<file path="src/rtl/edge_capture_bank.sv">
// edge_capture_bank: N_CH pin synchronisers, optional DEBOUNCE_EN filter, per-channel edge/level capture, W1C status, masked IRQs.
// Latency: pin change to capture 3 clk cycles (DB_CYCLES+3 with DEBOUNCE_EN); level mode shows ~filt 2 cycles after change.
// Backpressure: none; pins are sampled every cycle and edges seen while enable is low are dropped, not queued.
module edge_capture_bank #(
    parameter int N_CH       = 8,
    parameter bit IDLE_LEVEL = 1'b1,
    parameter int DB_CYCLES  = 16
) (
    input  logic              clk,
    input  logic              rst_n,
    input  logic              enable,
    input  logic [N_CH-1:0]   data_in,
    input  logic [2*N_CH-1:0] mode,
    input  logic [N_CH-1:0]   irq_mask,
    input  logic [N_CH-1:0]   clr,
    output logic [N_CH-1:0]   capture,
    output logic [N_CH-1:0]   irq_vec,
    output logic              irq,
    output logic [N_CH-1:0]   data_sync
);
    localparam logic [N_CH-1:0] IDLE_VEC = {N_CH{IDLE_LEVEL}};

    logic [N_CH-1:0] s1, s2, filt, prev, sticky;
    logic [N_CH-1:0] rise, fall, ev, lvl_mode;

    always_ff @(posedge clk or negedge rst_n) begin
        if (!rst_n) begin
            s1 <= IDLE_VEC;
            s2 <= IDLE_VEC;
        end else begin
            s1 <= data_in;
            s2 <= s1;
        end
    end

`ifdef DEBOUNCE_EN
    localparam int CW = $clog2(DB_CYCLES + 1);
    localparam logic [CW-1:0] CNT_LAST = CW'(DB_CYCLES - 1);

    logic [CW-1:0] cnt [N_CH];

    // cnt holds how many consecutive cycles s2 has disagreed with filt
    always_ff @(posedge clk or negedge rst_n) begin
        if (!rst_n) begin
            filt <= IDLE_VEC;
            for (int i = 0; i < N_CH; i++) cnt[i] <= '0;
        end else begin
            for (int i = 0; i < N_CH; i++) begin
                if (s2[i] == filt[i]) begin
                    cnt[i] <= '0;
                end else if (cnt[i] == CNT_LAST) begin
                    filt[i] <= s2[i];
                    cnt[i]  <= '0;
                end else begin
                    cnt[i] <= cnt[i] + CW'(1);
                end
            end
        end
    end
`else
    assign filt = s2;
`endif

    // prev tracks filt even while disabled so re-enabling never fakes an edge
    always_ff @(posedge clk or negedge rst_n) begin
        if (!rst_n) prev <= IDLE_VEC;
        else        prev <= filt;
    end

    always_comb begin
        rise     = filt & ~prev;
        fall     = ~filt & prev;
        ev       = '0;
        lvl_mode = '0;
        for (int i = 0; i < N_CH; i++) begin
            case (mode[2*i +: 2])
                2'b00:   ev[i] = rise[i];
                2'b01:   ev[i] = fall[i];
                2'b10:   ev[i] = rise[i] | fall[i];
                default: lvl_mode[i] = 1'b1;
            endcase
        end
    end

    // set wins over a same-cycle clear so no event is lost
    always_ff @(posedge clk or negedge rst_n) begin
        if (!rst_n) sticky <= '0;
        else        sticky <= (sticky & ~clr) | (ev & {N_CH{enable}});
    end

    assign capture   = (sticky & ~lvl_mode) | (~filt & lvl_mode);
    assign irq_vec   = capture & irq_mask;
    assign irq       = |irq_vec;
    assign data_sync = filt;

endmodule

</file>
<file path="config.mk">
export PLATFORM = sky130hd
export DESIGN_NAME = edge_capture_bank
export DESIGN_NICKNAME = d
export VERILOG_FILES = /design/src/rtl/edge_capture_bank.sv
export SDC_FILE = /design/constraint.sdc
export NUM_CORES = 1
export LEC_CHECK = 0
export ABC_AREA = 1
export CORE_UTILIZATION = 24
export CTS_CLUSTER_DIAMETER = 50
export DETAILED_ROUTE_END_ITERATION = 8
export SYNTH_ARGS = -nofsm -noshare
export SYNTH_HDL_FRONTEND = slang
export SYNTH_SLANG_ARGS = --single-unit
</file>
<file path="constraint.sdc">
create_clock -name clk -period 1.5 [get_ports clk]
set_input_delay 0.3 -clock clk [delete_from_list [all_inputs] [get_ports clk]]
set_output_delay 0.3 -clock clk [all_outputs]
set_load 0.005 [all_outputs]
</file>
==> impl_metrics.yaml <==
status:
  status: "complete, but fails checks"
  violations: "negative setup slack"
sta:
  setup_viol: 6
  finClkSkew_ns: 0.00241
  tightest_slew_ns: 0.181
  drv_slew: 0
  max_freq_mhz: 607
  fin_tns_setup_ns: -0.572
  min_period_over_period_pct: 110
  timing.slew.headroom_pct: 87.9
  rsz0062_at_grt: "true"
  period_minus_slack_ns: 1.65
  hold_viol: 0
  setup_slack_ns: -0.146
logic_synthesis:
  yosys-top-cells-area: "dfstp_2 (36%), inv_1 (12%), dfrtp_1 (11%), ha_1 (11%), nand3_1 (8.3%)"
  synth_top_area_share_pct: 36.1
  synth_most_common_cell: "inv_1"
  synth-async-reset-ratio_pct: 100
  syn_area_sq_um: 1750
  synth_area_leader_cell: "dfstp_2"
  synth_flop_cell: "dfstp_2"
  ys_warn_count: 0
  synth_common_cells: "inv_1 (56), nand2_1 (36), nand3_1 (29)"
  synthCells: 200
  synth_edf_count: 0
  ys_seq_area_share_pct: 47.5
  ys_ff_latch: 32
  ys_types: 12
  synth_nets: 259
  syn_avg_cell_area_sq_um: 8.75
global_route:
  grt_max_degree: 33
  grt_pass1_vias: 1504
  overflow: 0
  gr-usage-all-layers_pct: 11.1
  grt_pass1_wl_um: 6470
  antenna_found_initial: 0
setup_path:
  setup.worst_path.start_class: "flip-flop"
  critical_path_class: "reg -> out"
  reg2reg_depth: 7
  end_kind: "output pin"
  cp_data_arrival_time_ns: 1.35
  path_max_fanout: 2
  crit_required_ns: 1.20
clocking:
  clk_path_buf_depth: 2
  clk-insertion-delay-late_ns: 0.27
  cts_max_level: 2
  tritoncts: "yes"
  cts_made_buffers: 5
  cts.sinks: 32
  cts_root_buffer: "clkbuf_8"
  clk_pin_slew_worst_paths_ns: 0.06
flow_run:
  cap_violations: 0
placed_design:
  gp_congestion: 0.750
  dp_hpwl_um: 3050
  port_buffers: 67
detailed_routing:
  drc: 0
  drt-initial-drc-count: 32
  routedWlPerCell_um: 9.91
  vias_per_cell: 4.00
  num_vias: 1613
  drt_first_pass_iters: 4
  ant_nets: 0
  drt-total-wl_um: 3990
min_path:
  hold_class: "reg -> reg"
  holdPathStages: 0
final_layout:
  layout.nets: 365
  syn2layout_area_growth_pct: 63.8
  fillerInstances: 730
  finalCoreUtilization_pct: 41.5
  diodes: 0
  drive_gt1_share_pct: 35.5
power_and_ir_drop:
  peakVddDrop_v: 0.000353
  power_density_nw_per_um2: 751
  power.leakage_nw: 1.54
die:
  start_util_pct: 25.3
  dieArea_sq_um: 7630
  fp.dieW_um: 87.4
  fp.dieH_um: 87.4
  num_io_pins: 68
  core_area_sq_um: 6910
  rows: 30
## metal layers
metal	track usage (%)	share of wire, %	up-vias	wire [um]
met1	12.8	42	727	1670
met4	5.07	2.0	0	80
met5	0	0	-	0
met2	19.0	50	52	1990
li1	-	-	824	-
met3	3.13	6.4	10	256
## critical path, stage by stage, from the launching register on
cell and delay [ns]:
dfstp_2 0.55, nand3_2 0.10, nand3_2 0.10, nand2_2 0.07, nor2_4 0.10, nand2_2 0.05, clkbuf_2 0.10
## cells in the final DEF (no fill, tap or decap), drive strengths merged, types with 6 or more instances in the layout
| cell type | count |
|---|---|
| inv | 56 |
| dfstp | 24 |
| clkbuf | 17 |
| nand2 | 37 |
| dfrtp | 8 |
| dlygate4sd2 | 18 |
| nand3 | 40 |
| nand3b | 8 |
| ha | 16 |
| clkdlybuf4s50 | 25 |
| buf | 41 |
| o21ai | 8 |
| clkdlybuf4s15 | 6 |
## stage by stage
stage	setup slack, ns	total power, mW	hold slack, ns	std cells	area [sq um]
global placement	-0.579	1.51	0.269	386	2720
finish	-0.146	2.15	0.355	403	2870
CTS	-0.262	2.19	0.356	399	2840
floorplan	0.250	1.16	0.00441	200	1750
detailed placement	-0.598	1.52	0.269	386	2720
global route	-0.234	2.30	0.358	403	2870
## where the power goes
group | switching, mW | internal (mW) | leakage (nW) | total, mW
Combinational | 0.240 | 0.282 | 1.14 | 0.522
Clock | 0.288 | 0.374 | 0.0455 | 0.661
Sequential | 0.0223 | 0.945 | 0.357 | 0.967
Total | 0.550 | 1.60 | 1.54 | 2.15
## cells by family after synthesis
family / after synthesis / share of synthesized area [%]
compound gates: 8 / 2.29
fa+ha+maj: 16 / 11.4
buf+inv: 57 / 12.2
flops: 32 / 47.5
simple gates: 87 / 26.5
## flip-flops by register name, indices dropped and copies added (netlist names)
| register | count |
|---|---|
| s1 | 8 |
| sticky | 8 |
| prev | 8 |
| data_sync | 8 |
## layout make-up
class | count | area (sq um) | share of cell area, %
Clock buffer | 8 | 90.1 | 3.14
Tap cell | 96 | 120 | 4.19
Sequential cell | 32 | 831 | 29.0
Timing Repair Buffer | 100 | 850 | 29.7
Multi-Input combinational cell | 111 | 764 | 26.7
Inverter | 56 | 210 | 7.34
## timing repair
item,CTS,global route
pin swaps,16,10
setup endpoints to repair,25,22
hold buffers,1,0
hold endpoints to repair,8,0
buffers inserted,4,4
gates resized for setup,89,27
## worst paths after layout
check / start / end / slack (ns)
setup / recovery: data_sync[2] / irq / -0.15
hold / removal: s1[0] / data_sync[0] / 0.35
setup reg to reg: data_sync[5] / sticky[5] / 0.10
hold reg to reg: s1[0] / data_sync[0] / 0.35
max in group asynchronous: rst_n / data_sync[3] / 0.75
min in group asynchronous: rst_n / sticky[1] / 0.51
(Power assumes the default switching activity.)
